**src/rtl/mb_pkg.sv**
```systemverilog
// mb_pkg: shared types and constants for the math box microprogram sequencer
package mb_pkg;
    typedef enum logic {MB_IDLE = 1'b0, MB_RUN = 1'b1} mb_state_t;
    localparam int MB_ADDR_W = 8;
    localparam int MB_CNT_W = 12;
    localparam logic [7:0] MB_RESET_ADDR = 8'h00;
endpackage

```
**src/rtl/mb_upc_counter.sv**
```systemverilog
// mb_upc_counter: microcode program counter with load/increment/hold and natural wrap
module mb_upc_counter
    import mb_pkg::*;
#(
    parameter int ADDR_W = MB_ADDR_W
) (
    input  logic              clk,
    input  logic              rst,
    input  logic              load,
    input  logic              inc,
    input  logic [ADDR_W-1:0] load_addr,
    output logic [ADDR_W-1:0] addr
);
    always_ff @(posedge clk) begin
        if (rst)
            addr <= ADDR_W'(MB_RESET_ADDR);
        else
            addr <= load ? load_addr : inc ? addr + 1'b1 : addr;
    end
endmodule

```
**src/rtl/mb_sequencer.sv**
```systemverilog
// mb_sequencer: math box microprogram sequencer (IDLE/RUN FSM, jump/stop, run counter).
// Optional MB_SINGLE_STEP_EN adds Step_Mode/Step gating of RUN advancement.
module mb_sequencer
    import mb_pkg::*;
#(
    parameter int ADDR_W = MB_ADDR_W,
    parameter int CNT_W  = MB_CNT_W
) (
    input  logic              CLK,
    input  logic              Begin,
    input  logic              Start,
    input  logic [ADDR_W-1:0] Start_Addr,
    input  logic              Stop_Bit,
    input  logic              Jump_Bit,
    input  logic              Jump_Cond,
    input  logic [ADDR_W-1:0] Jump_Addr,
`ifdef MB_SINGLE_STEP_EN
    input  logic              Step_Mode,
    input  logic              Step,
`endif
    output logic [ADDR_W-1:0] ROM_Addr,
    output logic              Running,
    output logic              Done,
    output logic              LDAB,
    output logic [CNT_W-1:0]  Instr_Count
);
    mb_state_t state;
    logic adv, exec, stop, jump, incr;

`ifdef MB_SINGLE_STEP_EN
    assign adv = !Step_Mode || Step;
`else
    assign adv = 1'b1;
`endif
    // Start outranks every microword field, so it is excluded from exec
    assign exec = state == MB_RUN && adv && !Start;
    assign stop = exec && Stop_Bit;
    assign jump = exec && !Stop_Bit && Jump_Bit && Jump_Cond;
    assign incr = exec && !Stop_Bit && !(Jump_Bit && Jump_Cond);
    assign Running = state == MB_RUN;

    mb_upc_counter #(.ADDR_W(ADDR_W)) u_upc (
        .clk       (CLK),
        .rst       (Begin),
        .load      (Start || jump),
        .inc       (incr),
        .load_addr (Start ? Start_Addr : Jump_Addr),
        .addr      (ROM_Addr)
    );

    always_ff @(posedge CLK) begin
        if (Begin) begin
            state       <= MB_IDLE;
            Done        <= 1'b0;
            LDAB        <= 1'b0;
            Instr_Count <= '0;
        end else begin
            Done <= stop;
            LDAB <= jump;
            if (Start) begin
                state       <= MB_RUN;
                Instr_Count <= '0;
            end else if (exec) begin
                state       <= stop ? MB_IDLE : MB_RUN;
                Instr_Count <= &Instr_Count ? Instr_Count : Instr_Count + 1'b1;
            end
        end
    end
endmodule

```
**config.mk**
```make
export PLATFORM = sky130hd
export DESIGN_NAME = mb_sequencer
export DESIGN_NICKNAME = d
export VERILOG_FILES = /design/src/rtl/mb_pkg.sv /design/src/rtl/mb_upc_counter.sv /design/src/rtl/mb_sequencer.sv
export SDC_FILE = /design/constraint.sdc
export NUM_CORES = 1
export LEC_CHECK = 0
export CELL_PAD_IN_SITES_DETAIL_PLACEMENT = 1
export CELL_PAD_IN_SITES_GLOBAL_PLACEMENT = 1
export CORE_AREA = 4 4 72 74
export DETAILED_ROUTE_END_ITERATION = 8
export DIE_AREA = 0 0 76 78
export MAX_ROUTING_LAYER = met4
export PLACE_DENSITY = 0.76
export SYNTH_ARGS = -nofsm -noshare
export SYNTH_HDL_FRONTEND = slang
export SYNTH_SLANG_ARGS = --single-unit
```
**constraint.sdc**
```tcl
create_clock -name CLK -period 1.6 [get_ports CLK]
set_input_delay 0.32 -clock CLK [delete_from_list [all_inputs] [get_ports CLK]]
set_output_delay 0.32 -clock CLK [all_outputs]
set_load 0.01 [all_outputs]
```
==> impl_metrics.csv <==
group,metric,value,unit
status,status,"complete, but fails checks",
status,violations,"negative setup slack",
critical_path,cp-start-kind,"register",
clocking,htreeDepth,1,
critical_path,critPathRequiredTime,1.80,ns
critical_path,slowest_delay,0.43,ns
final_layout,nets,254,
grt,grt_usage,15.5,%
clocking,cts_tree,"done",
final_layout,diodes,0,
critical_path,critPathSlowestCell,"or4_1",
clocking,cts_made_buffers,3,
critical_path,r2r_start,"Instr_Count[0]$_SDFFE_PP0P_",
timing,hold_viol_final,0,
die,die_x,76,um
timing,fmax,620,MHz
timing,tightest_slew,0.578,ns
pwr,power,1.24,mW
grt,grt_pass1_vias,1586,
timing,worst_hold_slack,0.422,ns
routing,first_iter_violations,55,
grt,antenna_found_initial,0,
pwr,power_switching_share,26.5,%
final_layout,area_delta_synth_final,66.2,%
grt,grt-ovfl-total,0,
critical_path,rr_worst_depth,5,
final_layout,final_cell_mix,"buf_4 (34), clkdlybuf4s50_1 (33), a21oi_1 (13)",
timing,rsz0062_at_grt,"true",
die,core_area,4600,sq um
placed_design,place_hpwl,3470,um
die,rows,25,
pwr,p_seq_share,49.2,%
hold_path,holdCritStartpoint,"Stop_Bit",
routing,wl_per_cell,15.8,um
pwr,internal_power,0.913,mW
die,die_y,78,um
placed_design,dp.cells,276,
routing,vias,1513,
critical_path,worstPathCellList,"ha_4, and3_4, a41o_2, or4_1, a21oi_2",
final_layout,layout_commonest_cell,"buf_4",
yosys,synth-warning-count,0,
routing,ant_nets,0,
timing,finalCritPeriodShare,101,%
clocking,clockRootBuffer,"clkbuf_8",
pwr,p_leak,0.896,nW
pwr,power.density,579,nW/um^2
routing,viasPerCell,5.35,
routing,drc,0,
die,fp.dieArea,5930,sq um
clocking,clk_pin_slew,0.08,ns
yosys,synthCells,152,
pwr,p_clk_share,30.5,%
routing,first_pass_iters,4,
pwr,ir_drop,0.308,mV
hold_path,hold_class,"input port to register",
die,ios,45,
die,initial_core_util,28.1,%
yosys,ys_ff_latch,23,
timing,relSlewSlack,61.1,%
final_layout,drive_gt1_share,28.8,%
routing,wl,4460,um
critical_path,crit_fanout,5,
yosys,synth_edf_count,0,
timing,skew,0.00886,ns
critical_path,arrival,1.82,ns
yosys,synth-async-reset-ratio,0,%
yosys,synthesis.nets,176,
critical_path,worstSetupPathType,"register to register",
yosys,synth_cell_type_count,43,
pwr,comb_power_share,20.3,%
final_layout,nFillCells,549,
clocking,clkLatencyLatePin,0.27,ns
grt,grt_max_degree,14,
critical_path,end_kind,"register",
clocking,clkSinkCount,23,
yosys,netlist_area,1290,sq um
timing,setup_viol,3,
placed_design,port_buffers,44,
critical_path,crit_start,"Instr_Count[0]$_SDFFE_PP0P_",
placed_design,gp_congestion,0.792,
timing,slew_viol_final,0,
clocking,cts_max_path_buffers,2,
yosys,avgSynthCellArea,8.49,sq um
yosys,ys.flop_type,"dfxtp_1",
final_layout,multi_input_area,820,sq um
timing,tns,-0.0360,ns
final_layout,finalNonFillerCells,283,
yosys,ys_seq_area_share,35.7,%
pwr,p_switching,0.328,mW
timing,period_minus_slack,1.61,ns
timing,fin_ws,-0.0138,ns
hold_path,min_path_cells,3,
job,drv_cap,0,
grt,grt_pass1_wl,7360,um
final_layout,finalCoreUtilization,46.6,%
final_layout,seqCellArea,477,sq um
## synth_stat cells, drive strengths merged, types with 2 or more instances
cell / count / area share (%)
dfxtp: 23 / 36
a21oi: 16 / 6.2
nand2: 10 / 2.9
nand3: 8 / 3.1
nor2: 7 / 2.0
inv: 6 / 1.7
or4: 6 / 3.5
and3: 5 / 2.4
clkbuf: 5 / 1.5
o31ai: 5 / 2.9
a311oi: 4 / 2.7
a31oi: 4 / 1.9
and2: 4 / 1.9
nand2b: 4 / 2.5
mux2i: 3 / 2.3
nand4: 3 / 1.5
nor2b: 3 / 1.5
o21ai: 3 / 1.2
or2: 3 / 1.5
a211o: 2 / 1.4
a211oi: 2 / 1.2
buf: 2 / 1.7
ha: 2 / 1.9
nor3b: 2 / 1.2
o2bb2ai: 2 / 1.4
o31a: 2 / 1.4
o32ai: 2 / 1.4
xnor2: 2 / 1.4
## per-stage QoR
| stage | worst slack, ns | cell area (sq um) |
|---|---|---|
| finish | -0.0138 | 2140 |
| detailed placement | -0.349 | 2030 |
| CTS | -0.0218 | 2100 |
| global route | -0.0548 | 2140 |
| floorplan | -0.0898 | 1310 |
| global placement | -0.304 | 2030 |
## path summary, 6_finish.rpt
check                                end  slack (ns)
max          Instr_Count[6]$_SDFFE_PP0P_       -0.01
min                      LDAB$_SDFF_PP0_        0.42
max reg2reg  Instr_Count[6]$_SDFFE_PP0P_       -0.01
min reg2reg   u_upc.addr[1]$_SDFFE_PP0P_        0.49
## registers in the layout (all words and copies together), names as in the netlist
name	count
Instr_Count	12
LDAB	1
Running	1
Done	1
u_upc.addr	8
## kinds of logic (layout without fill, tap and decap cells)
group / Yosys count / in the layout / synth area share (%)
AOI/OAI and AO/OA: 49 / 50 / 27.0
xor gates and xnor gates: 2 / 2 / 1.36
adders and majority gates: 2 / 2 / 1.94
buffers and inverters: 13 / 89 / 4.95
DFF: 23 / 23 / 35.7
muxes: 3 / 3 / 2.33
and+or+nand+nor: 60 / 60 / 26.8
## worst max-delay path, delay by kind of cell (launching register included)
family / cells / cell delay, ns
simple gates: 2 / 0.61
compound gates: 2 / 0.43
flops: 1 / 0.36
fa+ha+maj: 1 / 0.15
## power groups by stage
stage                     combinational [mW]  sequential, mW  clock (mW)
final                                  0.252           0.611       0.378
after floorplan                       0.0910           0.627           0
after global placement                 0.244           0.622           0
after detailed placement               0.248           0.622           0
after global routing                   0.276           0.613       0.407
after CTS                              0.252           0.610       0.391
## cell type report
type                    count  area share [%]
inverters                   6            1.05
well taps                  54            3.15
clock inverters             1           0.233
flip-flops and latches     23            22.2
clock buffers               3            1.93
repair buffers             79            33.2
multi-input cells         117            38.2
## what timing repair did
item | 4_1_cts | 5_1_grt
gates resized for setup | 14 | 15
endpoints found under the setup margin | 16 | 21
hold buffers | 0 | 0
gates cloned | 1 | 0
setup buffers | 1 | 1
pin swaps | 4 | 2
## routing by layer
metal / wire length [um] / vias up / share of wire (%) / track usage [%]
li1: - / 740 / - / -
met1: 2000 / 729 / 45 / 17.7
met2: 2250 / 40 / 50 / 28.0
met3: 181 / 4 / 4.1 / 2.09
met4: 36 / 0 / 0.81 / 4.63
met5: 0 / - / 0 / -
No activity file was read; power rests on OpenSTA's default activity.
